File: config.mk
export PLATFORM = sky130hd
export DESIGN_NAME = register_file_flat
export DESIGN_NICKNAME = d
export VERILOG_FILES = /design/src/rtl/regfile_pkg.sv /design/src/rtl/register_file_if.sv /design/src/rtl/regfile_clear_fsm.sv /design/src/rtl/register_file.sv /design/src/flat_wrapper.sv
export SDC_FILE = /design/constraint.sdc
export NUM_CORES = 1
export LEC_CHECK = 0
export CORE_MARGIN = 2
export CORE_UTILIZATION = 43
export CTS_CLUSTER_DIAMETER = 30
export DETAILED_ROUTE_END_ITERATION = 8
export GPL_ROUTABILITY_DRIVEN = 0
export GPL_TIMING_DRIVEN = 0
export SYNTH_ARGS = -nofsm -noshare
export SYNTH_HDL_FRONTEND = slang
export SYNTH_SLANG_ARGS = --single-unit
File: constraint.sdc
create_clock -name clk -period 6.9 [get_ports clk]
set_clock_uncertainty 0.15 [all_clocks]
set_input_delay 1.725 -clock clk [delete_from_list [all_inputs] [get_ports clk]]
set_output_delay 1.725 -clock clk [all_outputs]
set_load 0.02 [all_outputs]
File: src/rtl/regfile_pkg.sv
// Shared state type and default dimensions for the register file.
package regfile_pkg;

   typedef enum logic {CLEAR, READY} rf_state_e;

   localparam int unsigned XLEN_DEFAULT   = 32;
   localparam int unsigned N_REGS_DEFAULT = 32;
   localparam int unsigned ADDR_W_DEFAULT = 5;

endpackage

File: src/rtl/register_file_if.sv
// Read/write port bundle between the core (master) and the register file (slave).
interface register_file_if
   import regfile_pkg::*;
#(
   parameter int unsigned XLEN   = XLEN_DEFAULT,
   parameter int unsigned ADDR_W = ADDR_W_DEFAULT
);

   logic [ADDR_W-1:0] rs1;
   logic [ADDR_W-1:0] rs2;
   logic [ADDR_W-1:0] rd;
   logic [XLEN-1:0]   rd_value;
   logic              we;
   logic [XLEN-1:0]   rs1_value;
   logic [XLEN-1:0]   rs2_value;
   logic              ready;

   modport master (
      output rs1, rs2, rd, rd_value, we,
      input  rs1_value, rs2_value, ready
   );

   modport slave (
      input  rs1, rs2, rd, rd_value, we,
      output rs1_value, rs2_value, ready
   );

endinterface

File: src/rtl/regfile_clear_fsm.sv
// Post-reset clear sequencer: walks indices 1..N_REGS-1 issuing zero writes, then holds READY.
module regfile_clear_fsm
   import regfile_pkg::*;
#(
   parameter int unsigned N_REGS = N_REGS_DEFAULT,
   parameter int unsigned ADDR_W = ADDR_W_DEFAULT
) (
   input  logic              clk,
   input  logic              rst,
   output logic              ready,
   output logic              clr_we,
   output logic [ADDR_W-1:0] clr_idx
);

   localparam logic [ADDR_W-1:0] LastIdx = ADDR_W'(N_REGS - 1);

   rf_state_e         state_q, state_d;
   logic [ADDR_W-1:0] clr_idx_q, clr_idx_d;

   always_ff @(posedge clk or posedge rst) begin
      if (rst) begin
         state_q   <= CLEAR;
         clr_idx_q <= ADDR_W'(1);
      end else begin
         state_q   <= state_d;
         clr_idx_q <= clr_idx_d;
      end
   end

   always_comb begin
      state_d   = state_q;
      clr_idx_d = clr_idx_q;
      clr_we    = 1'b0;
      unique case (state_q)
         CLEAR: begin
            clr_we    = 1'b1;
            clr_idx_d = clr_idx_q + ADDR_W'(1);
            if (clr_idx_q == LastIdx) state_d = READY;
         end
         READY: ;
      endcase
   end

   assign ready   = (state_q == READY);
   assign clr_idx = clr_idx_q;

endmodule

File: src/rtl/register_file.sv
// Parametrised RV32 integer register file: 2 async read ports, 1 sync write port, x0 = 0.
// Define REGFILE_BYPASS_EN to forward same-cycle write data to matching read ports.
module register_file
   import regfile_pkg::*;
#(
   parameter int unsigned XLEN   = XLEN_DEFAULT,
   parameter int unsigned N_REGS = N_REGS_DEFAULT,
   parameter int unsigned ADDR_W = ADDR_W_DEFAULT
) (
   input  logic            clk,
   input  logic            rst,
   register_file_if.slave  bus
);

   logic              ready;
   logic              clr_we;
   logic [ADDR_W-1:0] clr_idx;
   logic              port_we;
   logic [XLEN-1:0]   rs1_value;
   logic [XLEN-1:0]   rs2_value;

   // No storage for index 0.
   logic [XLEN-1:0] mem_q [1:N_REGS-1];

   function automatic logic idx_live(input logic [ADDR_W-1:0] idx);
      return (idx != '0) && (32'(idx) < N_REGS);
   endfunction

   regfile_clear_fsm #(
      .N_REGS (N_REGS),
      .ADDR_W (ADDR_W)
   ) u_clear_fsm (
      .clk     (clk),
      .rst     (rst),
      .ready   (ready),
      .clr_we  (clr_we),
      .clr_idx (clr_idx)
   );

   // ready is low throughout CLEAR, so the two write sources never collide.
   assign port_we = ready && bus.we && idx_live(bus.rd);

   always_ff @(posedge clk) begin
      if (clr_we) begin
         mem_q[clr_idx] <= '0;
      end else if (port_we) begin
         mem_q[bus.rd] <= bus.rd_value;
      end
   end

   always_comb begin
      rs1_value = '0;
      rs2_value = '0;
      if (ready && idx_live(bus.rs1)) rs1_value = mem_q[bus.rs1];
      if (ready && idx_live(bus.rs2)) rs2_value = mem_q[bus.rs2];
`ifdef REGFILE_BYPASS_EN
      if (port_we && (bus.rs1 == bus.rd)) rs1_value = bus.rd_value;
      if (port_we && (bus.rs2 == bus.rd)) rs2_value = bus.rd_value;
`endif
   end

   assign bus.rs1_value = rs1_value;
   assign bus.rs2_value = rs2_value;
   assign bus.ready     = ready;

endmodule

File: src/flat_wrapper.sv
// flat-port wrapper written by rule: the top's interface ports become plain ports
module register_file_flat import regfile_pkg::*;
#(
   parameter int unsigned XLEN   = XLEN_DEFAULT,
   parameter int unsigned N_REGS = N_REGS_DEFAULT,
   parameter int unsigned ADDR_W = ADDR_W_DEFAULT
)
  (clk, rst, bus_rs1, bus_rs2, bus_rd, bus_rd_value, bus_we, bus_rs1_value, bus_rs2_value, bus_ready);
  register_file_if #(.XLEN(XLEN), .ADDR_W(ADDR_W)) bus_i ();
  input  logic clk;
  input  logic rst;
  input wire logic [$bits(bus_i.rs1)-1:0] bus_rs1;
  input wire logic [$bits(bus_i.rs2)-1:0] bus_rs2;
  input wire logic [$bits(bus_i.rd)-1:0] bus_rd;
  input wire logic [$bits(bus_i.rd_value)-1:0] bus_rd_value;
  input wire logic [$bits(bus_i.we)-1:0] bus_we;
  output wire logic [$bits(bus_i.rs1_value)-1:0] bus_rs1_value;
  output wire logic [$bits(bus_i.rs2_value)-1:0] bus_rs2_value;
  output wire logic [$bits(bus_i.ready)-1:0] bus_ready;
  assign bus_i.rs1 = bus_rs1;
  assign bus_i.rs2 = bus_rs2;
  assign bus_i.rd = bus_rd;
  assign bus_i.rd_value = bus_rd_value;
  assign bus_i.we = bus_we;
  assign bus_rs1_value = bus_i.rs1_value;
  assign bus_rs2_value = bus_i.rs2_value;
  assign bus_ready = bus_i.ready;
  register_file #(.XLEN(XLEN), .N_REGS(N_REGS), .ADDR_W(ADDR_W)) u_core (.clk(clk), .rst(rst), .bus(bus_i));
endmodule
# Word level (Yosys, flattened, before mapping)
# Memories as Yosys holds them, arrays and structs flattened.
# Index checks and enable logic that the tools add are counted.
[op_classes]
div_mod_pow = 0
reduce_logical = 8
n_addsub = 1
order_cmp = 0
n_shift = 0
n_bitwise = 0
mux = 11
multipliers = 0
eq_ne = 1
[op_table]
columns = ["op", "n"]
rows = [
  ["32-bit two-way mux", 3],
  ["32-bit OR reduction", 1],
  ["5-bit nonzero test", 3],
  ["1-bit two-way mux", 7],
  ["5-bit by 1-bit adder with 5-bit output, second input constant", 1],
  ["5-bit equality test, second input constant", 1],
  ["5-bit two-way mux", 1],
  ["1-bit logical AND", 4],
]
[word_totals]
ff_bits = 6
memories = 1
out_inout_bits = 65
latch_bits = 0
mem_bits_rw = 992
rom_bits = 0
wordCells = 24
inputBits = 50
[memory_table]
columns = ["memory", "depth", "width", "rd", "rd_clocked_by_memory_dff", "wr", "line", "text"]
rows = [
  ["u_core.mem_q", 31, 32, 2, 0, 1, "register_file.sv:23", "logic [XLEN-1:0] mem_q [1:N_REGS-1];"],
]

# Logic depth before layout (Yosys ltp)
# Gate-level depths: netlist (run 1).
[logic_depth]
word_depth = 7
depth_mapped = 9
ltp_nobuf = 5

# Cells and area by module
# A second synthesis (run 1) with hierarchy kept.
[hier_totals]
hier_cells = 3177
hier_area_um2 = 47785.8
[modules_own_cells]
columns = ["mod", "instances", "seq_area_each_um2", "area_per_inst_um2", "cells_each"]
rows = [
  ["register_file", 1, 29788.6, 47476.8, 3157],
  ["regfile_clear_fsm", 1, 151.4, 309.0, 20],
]

# Worst setup path after synthesis (run 1)
# Ideal clock, no wire load.
[synth_timing]
path_type = "in2out"
from = "input bus_rs1[0]"
to = "output bus_rs1_value[14]"
path_buffers = 4
t_arrival_ps = 3437
required_ps = 5025
path_stages = 8
path_slack_ps = 1588
path_cell_list = "buf_6 > buf_4 > and2_1 > clkbuf_1 > buf_2 > a221oi_1 > o21ai_0 > a311oi_1"
[synth_via]
elab_chain_len = 3
elab_cells_between_ends = 4
cone_classes = "mux (1); reduce/logical (2); memory (1)"
[synth_lines]
columns = ["item", "line", "text"]
rows = [
  ["from (decl)", "flat_wrapper.sv:12", "input wire logic [$bits(bus_i.rs1)-1:0] bus_rs1;"],
  ["parallel branches: the longest is 2 deep, another holds memory 31 x 32 bit", "-", ""],
  ["32-bit two-way mux (*)", "register_file.sv:54", "if (ready && idx_live(bus.rs1)) rs1_value = mem_q[bus.rs1];"],
  ["to (decl)", "flat_wrapper.sv:17", "output wire logic [$bits(bus_i.rs1_value)-1:0] bus_rs1_value;"],
]
# Mark *: on every way between the ends.

# Worst setup path after layout (run 1)
[layout_timing]
from = "input bus_rs1[2]"
to = "output bus_rs1_value[24]"
# The elaborated chain is that of the path after synthesis.

==> flow_metrics.env, run 1 <==
export IMPL_synth_seq_cells=998
export IMPL_max_freq_mhz=142.0
export IMPL_worst_slew_pin_slew_ns=1.429
export IMPL_muxShareOfSynthArea_pct=23.00
export IMPL_synthesis_area_um2=47440
export IMPL_p_leak_nw=21.58
export IMPL_drt_iter0_drc=4212
export IMPL_setup_violations_final=23
export IMPL_clockBufferDepth=3
export IMPL_synthXorXnorAreaFrac_pct=0.05539
export IMPL_h_tree_depth=4
export IMPL_clk_latency_ns=0.79
export IMPL_dpl_cell_count=4525
export IMPL_fp_dieArea_um2=113000
export IMPL_final_cell_mix="edfxtp_1 (992), mux2i_1 (393), mux4_2 (256)"
export IMPL_die_h_um=336.1
export IMPL_postCtsSetupBuffers=0
export IMPL_worstSetupPathType="input pin to primary output"
export IMPL_synth_cell_types=47
export IMPL_layout_commonest_cell="edfxtp_1"
export IMPL_path_buf_inv=5
export IMPL_status="finished with violations"
export IMPL_async_reset_ff_share_pct=0.6012
export IMPL_cpMaxStageDelayCell="clkdlybuf4s50_1"
export IMPL_antenna_found_initial=7
export IMPL_synth_fa_ha_area_share_pct=0.05275
export IMPL_met3_usage_pct=7.001
export IMPL_routedWlPerCell_um=34.49
export IMPL_synth_warnings=0
export IMPL_end_kind="primary output"
export IMPL_start_util_pct=43.46
export IMPL_synth_edf_count=992
export IMPL_path_cells="clkdlybuf4s50_1, buf_4, buf_6, buf_6, mux2i_2, o21ai_0, a31oi_1, nor3_1, clkdlybuf4s50_1"
export IMPL_core_um2=109200
export IMPL_grtUsageMet2_pct=48.41
export IMPL_cp_required_ns=5.03
export IMPL_fin_crit_ns=7.043
export IMPL_powerDensity_nw_per_um2=309.0
export IMPL_cts_hold_buf=0
export IMPL_synthCells=2906
export IMPL_cp_top_family="buffers and inverters"
export IMPL_seq_area_frac_synth_pct=63.11
export IMPL_grt_overflow_total=0
export IMPL_use_met1_pct=38.80
export IMPL_grt_pass1_vias=32080
export IMPL_min_path_type="flip-flop to flip-flop"
export IMPL_wl_um=170100
export IMPL_report_power_total_mw=18.34
export IMPL_viasPerCell=6.491
export IMPL_synth_ff_type="edfxtp_1"
export IMPL_cts_tree="yes"
export IMPL_finalHoldViolations=0
export IMPL_top_usage_layer="met2"
export IMPL_maxCapViolations=0
export IMPL_tns_ns=-1.216
export IMPL_worstPathArrival_ns=5.17
export IMPL_fin_ws_ns=-0.1431
export IMPL_place_ws_ns=-1.251
export IMPL_io_pins=115
export IMPL_crit_path_max_fanout=10
export IMPL_violations="negative setup slack"
export IMPL_ant_nets=0
export IMPL_grt_pass1_wl_um=235700
export IMPL_drt_pre_antenna_iters=6
export IMPL_clock_sinks=998
export IMPL_synth_compound_area_share_pct=7.644
export IMPL_synth_top_family_by_area="multiplexers"
export IMPL_rsz0062_at_grt="yes"
export IMPL_drv_slew=0
export IMPL_path_clk_slew_ns=0.04
export IMPL_relSlewSlack_pct=4.766
export IMPL_drc=0
export IMPL_synthToLayoutAreaGrowth_pct=25.12
export IMPL_synthSimpleGateAreaFrac_pct=3.624
export IMPL_cts_root_buf="clkbuf_16"
export IMPL_syn_avg_cell_area_um2=16.32
export IMPL_final_cells=4931
export IMPL_fin_nets=3317
export IMPL_drive_above_1_share_pct=30.17
export IMPL_track_usage_pct=29.79
export IMPL_vias=32010
export IMPL_rows=121
export IMPL_fp_dieW_um=336.1
export IMPL_cpPeakStageDelay_ns=0.68
export IMPL_grt_max_degree=32
export IMPL_fin_hold_ws_ns=0.3531
export IMPL_startpoint_type="input pin"
export IMPL_numCtsBuffers=214
export IMPL_ir_drop_uv=254.0
export IMPL_finalCritPeriodShare_pct=102.1
export IMPL_syn_nets=2958
export IMPL_hpwl_um=119800
export IMPL_port_buffers=109
[routing by layer]
metal	vias to the layer above	wire length, µm
met5	-	43
met4	6	6642
met3	423	18120
met2	2183	81380
met1	16600	63870
li1	12800	-
[state kept, by name, summed over array words and instances (netlist names)]
register                    cells
u_core.mem_q                  992
u_core.u_clear_fsm.clr_idx      5
u_core.u_clear_fsm.ready        1
[cell type report]
type	count	area, µm²
Buffer	239	1292
Tap cell	1476	1847
Clock inverter	157	1748
Clock buffer	244	5553
Inverter	4	15.01
Antenna cell	5	12.51
Multi-Input combinational cell	1664	17110
Fill cell	8617	49800
Sequential cell	998	29940
Timing Repair Buffer	144	1842
[cells in the mapped netlist, types with 3 or more instances]
| cell type | instances | area share, % |
|---|---|---|
| a2111oi_0 | 25 | 0.46 |
| o21ai_0 | 90 | 0.95 |
| or2_2 | 4 | 0.053 |
| nor2b_1 | 49 | 0.65 |
| mux4_2 | 256 | 12 |
| mux2_2 | 104 | 2.5 |
| inv_1 | 3 | 0.024 |
| and2_1 | 35 | 0.46 |
| a211oi_1 | 78 | 1.2 |
| and3_1 | 4 | 0.053 |
| dfrtp_1 | 5 | 0.26 |
| a31oi_1 | 29 | 0.38 |
| a221oi_1 | 38 | 0.70 |
| buf_4 | 20 | 0.32 |
| a311oi_1 | 6 | 0.11 |
| mux2i_1 | 397 | 8.4 |
| a211o_1 | 19 | 0.35 |
| o32ai_1 | 13 | 0.24 |
| nand2b_1 | 7 | 0.092 |
| nand2_1 | 44 | 0.35 |
| buf_6 | 15 | 0.36 |
| clkbuf_1 | 126 | 1.0 |
| a21boi_0 | 13 | 0.21 |
| nor2_1 | 159 | 1.3 |
| a22oi_1 | 64 | 1.0 |
| o22ai_1 | 66 | 0.87 |
| nor3_1 | 62 | 0.65 |
| edfxtp_1 | 992 | 63 |
| buf_1 | 9 | 0.071 |
| a2111oi_1 | 6 | 0.13 |
| buf_2 | 70 | 0.74 |
| a21oi_1 | 79 | 0.83 |
[cells by family (layout without fill, tap and decap cells)]
logic type	count (synthesis)	count (layout)
AO/OA/AOI/OAI	534	534
adder cells (fa/ha/maj)	2	2
AND/OR/NAND/NOR	368	368
multiplexers	757	757
buffers and inverters	244	788
flip-flops	998	998
other	0	5
XOR/XNOR	3	3
[repair_timing]
item	CTS	global route
resized for setup	158	60
endpoints found under the hold margin	0	0
endpoints found under the setup margin	64	45
pin swaps	5	5
[final timing paths]
path	to	start	slack (ns)	depth (start not counted)
max in group asynchronous	u_core.u_clear_fsm.clr_idx[0]	rst	5.34	2
worst min-delay path	u_core.u_clear_fsm.clr_idx[0]	u_core.u_clear_fsm.clr_idx[0]	0.35	1
worst max-delay path	bus_rs1_value[24]	bus_rs1[2]	-0.14	9
worst max register to register	u_core.mem_q[31][7]	u_core.u_clear_fsm.ready	2.61	4
min in group asynchronous	u_core.u_clear_fsm.clr_idx[1]	rst	1.00	2
worst min register to register	u_core.u_clear_fsm.clr_idx[0]	u_core.u_clear_fsm.clr_idx[0]	0.35	1
[power breakdown]
| part | total [mW] | internal [mW] | switching, mW |
|---|---|---|---|
| Combinational | 1.39 | 0.460 | 0.931 |
| Sequential | 6.71 | 6.71 | 0.00215 |
| Clock | 10.2 | 6.76 | 3.49 |
[per-stage QoR]
step | utilization, % | instance area (µm²)
6_report | 54.38 | 59360
5_1_grt | 54.37 | 59350
4_1_cts | 54.15 | 59110
3_5_place_dp | 47.05 | 51360
3_3_place_gp | 46.15 | 50380
2_1_floorplan | - | 47440
(Power assumes the default switching activity.)
==> run 2: changes to the inputs <==
- GPL_ROUTABILITY_DRIVEN: 0 -> default
==> run 2 against run 1 <==
The flow still finishes with violations (negative setup slack). First-iteration DRC count fell by 1.8%. Non-clock buffer count fell by 1. Global-route usage rose by 0.14 points. Worst hold slack improved by 0.019 ns. Final area rose by 1.1%. Final cell count rose by 0.43%. Die area did not move. Sequential share of layout area fell by 0.57 points. Critical path depth fell by 1. Sequential cell count did not move. Sequential power barely moved.
==> flow_metrics.env, run 2 (synthesis gave the netlist of run 1 again) <==
export IMPL_synthToLayoutAreaGrowth_pct=26.55
export IMPL_cp_required_ns=5.03
export IMPL_relSlewSlack_pct=5.278
export IMPL_numCtsBuffers=222
export IMPL_internal_power_mw=14.58
export IMPL_start_util_pct=43.46
export IMPL_tns_ns=-1.337
export IMPL_core_um2=109200
export IMPL_grt_overflow_total=0
export IMPL_fp_dieW_um=336.1
export IMPL_path_clk_slew_ns=0.05
export IMPL_drc=0
export IMPL_startpoint_type="input pin"
export IMPL_clk_latency_ns=0.79
export IMPL_clkPwrFrac_pct=57.4
export IMPL_end_kind="primary output"
export IMPL_hpwl_um=121100
export IMPL_drt_pre_antenna_iters=6
export IMPL_p_sw_mw=4.445
export IMPL_p_leak_nw=21.89
export IMPL_final_cells=4952
export IMPL_multi_input_area_um2=17220
export IMPL_viasPerCell=6.427
export IMPL_drt_iter0_drc=4137
export IMPL_h_tree_depth=4
export IMPL_largest_reg_flops=992
export IMPL_max_freq_mhz=141.3
export IMPL_min_path_type="flip-flop to flip-flop"
export IMPL_cts_tree="yes"
export IMPL_report_power_total_mw=19.03
export IMPL_power_frac_comb_pct=7.4
export IMPL_port_buffers=109
export IMPL_clock_sinks=998
export IMPL_wl_um=170600
export IMPL_fin_ws_ns=-0.1752
export IMPL_fin_nets=3324
export IMPL_maxCapViolations=0
export IMPL_violations="negative setup slack"
export IMPL_ff2ff_setup_slack_ns=2.62
export IMPL_cp_startpoint="bus_rs2[1]"
export IMPL_ir_drop_uv=263.6
export IMPL_gp_congestion=0.9357
export IMPL_crit_path_max_fanout=10
export IMPL_cts_hold_buf=0
export IMPL_cts_root_buf="clkbuf_16"
export IMPL_max_flop_register="u_core.mem_q"
export IMPL_antenna_found_initial=7
export IMPL_min_from="u_core.u_clear_fsm.clr_idx[0]"
export IMPL_grt_pass1_wl_um=236300
export IMPL_io_pins=115
export IMPL_grt_pass1_vias=32030
export IMPL_die_h_um=336.1
export IMPL_powerDensity_nw_per_um2=317.0
export IMPL_layout_commonest_cell="edfxtp_1"
export IMPL_worstReg2RegStart="u_core.u_clear_fsm.ready"
export IMPL_worstPathArrival_ns=5.20
export IMPL_status="finished with violations"
export IMPL_rsz0062_at_grt="yes"
export IMPL_worstSetupPathType="input pin to primary output"
export IMPL_final_cell_mix="edfxtp_1 (992), mux2i_1 (390), mux4_2 (256)"
export IMPL_worst_slew_pin_slew_ns=1.421
export IMPL_track_usage_pct=29.93
export IMPL_worst_r2r_path_depth=4
export IMPL_vias=31830
export IMPL_reg2reg_to="u_core.mem_q[28][5]"
export IMPL_drive_above_1_share_pct=30.61
export IMPL_place_ws_ns=-1.263
export IMPL_rows=121
export IMPL_p_seq_share_pct=35.3
export IMPL_dpl_cell_count=4522
export IMPL_routedWlPerCell_um=34.46
export IMPL_clockBufferDepth=3
export IMPL_fin_crit_ns=7.075
export IMPL_switching_share_pct=23.36
export IMPL_drv_slew=0
export IMPL_crit_end="bus_rs2_value[22]"
export IMPL_ant_nets=0
export IMPL_grt_max_degree=32
export IMPL_finalHoldViolations=0
export IMPL_setup_violations_final=24
export IMPL_finalCritPeriodShare_pct=102.5
export IMPL_seq_area_um2=29940
export IMPL_fp_dieArea_um2=113000
export IMPL_fill_cells=8595
run 2: worst min-delay path by stage:
| stage | end | slack, ns | cells past startpoint |
|---|---|---|---|
| final | u_core.u_clear_fsm.clr_idx[0] | 0.37 | 1 |
| after global routing | u_core.u_clear_fsm.clr_idx[0] | 0.40 | 1 |
| after CTS | u_core.u_clear_fsm.clr_idx[0] | 0.37 | 1 |
| after detailed placement | u_core.u_clear_fsm.clr_idx[0] | 0.36 | 1 |
| after global placement | u_core.u_clear_fsm.clr_idx[0] | 0.35 | 1 |
| after floorplan | u_core.u_clear_fsm.clr_idx[0] | 0.33 | 1 |
run 2: power groups by stage:
stage / clock (mW) / sequential, mW / combinational, mW
2_1_floorplan: 0 / 6.81 / 0.713
3_3_place_gp: 0 / 6.82 / 1.28
3_5_place_dp: 0 / 6.82 / 1.31
4_1_cts: 11.0 / 6.71 / 1.35
5_1_grt: 11.3 / 6.70 / 1.44
6_report: 10.9 / 6.71 / 1.40
run 2: layout make-up:
cell class / count / area share (%)
flip-flops and latches: 998 / 49.87
multi-input cells: 1664 / 28.69
clock buffers: 245 / 9.539
clock inverters: 177 / 3.474
repair buffers: 143 / 3.110
well taps: 1476 / 3.076
plain buffers: 239 / 2.190
inverters: 4 / 0.02501
diodes: 6 / 0.02501
run 2: critical path, cell delays in order:
cell and delay [ns]:
clkdlybuf4s15_2 0.34, nor2_1 0.79, clkbuf_1 0.73, a22oi_1 0.18, a21oi_1 0.48, a211o_1 0.17, o21ai_0 0.17, clkdlybuf4s50_1 0.61
run 2: per-layer routing:
metal | track usage, % | wire length [µm] | up-vias
li1 | - | - | 12850
met1 | 39.25 | 65530 | 16550
met2 | 48.66 | 82330 | 2053
met3 | 6.909 | 17050 | 366
met4 | 11.16 | 5685 | 8
met5 | 0 | 43 | -
run 2: stage by stage:
step	utilization, %	instance area (µm²)	hold slack [ns]
floorplan	-	47440	0.3347
global placement	46.15	50380	0.3464
detailed placement	47.03	51340	0.3630
CTS	54.66	59670	0.3700
global route	54.98	60020	0.3970
finish	55.00	60030	0.3719
run 2: timing repair:
item                       CTS  global route
setup endpoints to repair   64            47
hold endpoints to repair     0             0
pin swaps                    3             3
setup buffers                0             2
gates resized for setup    172            65
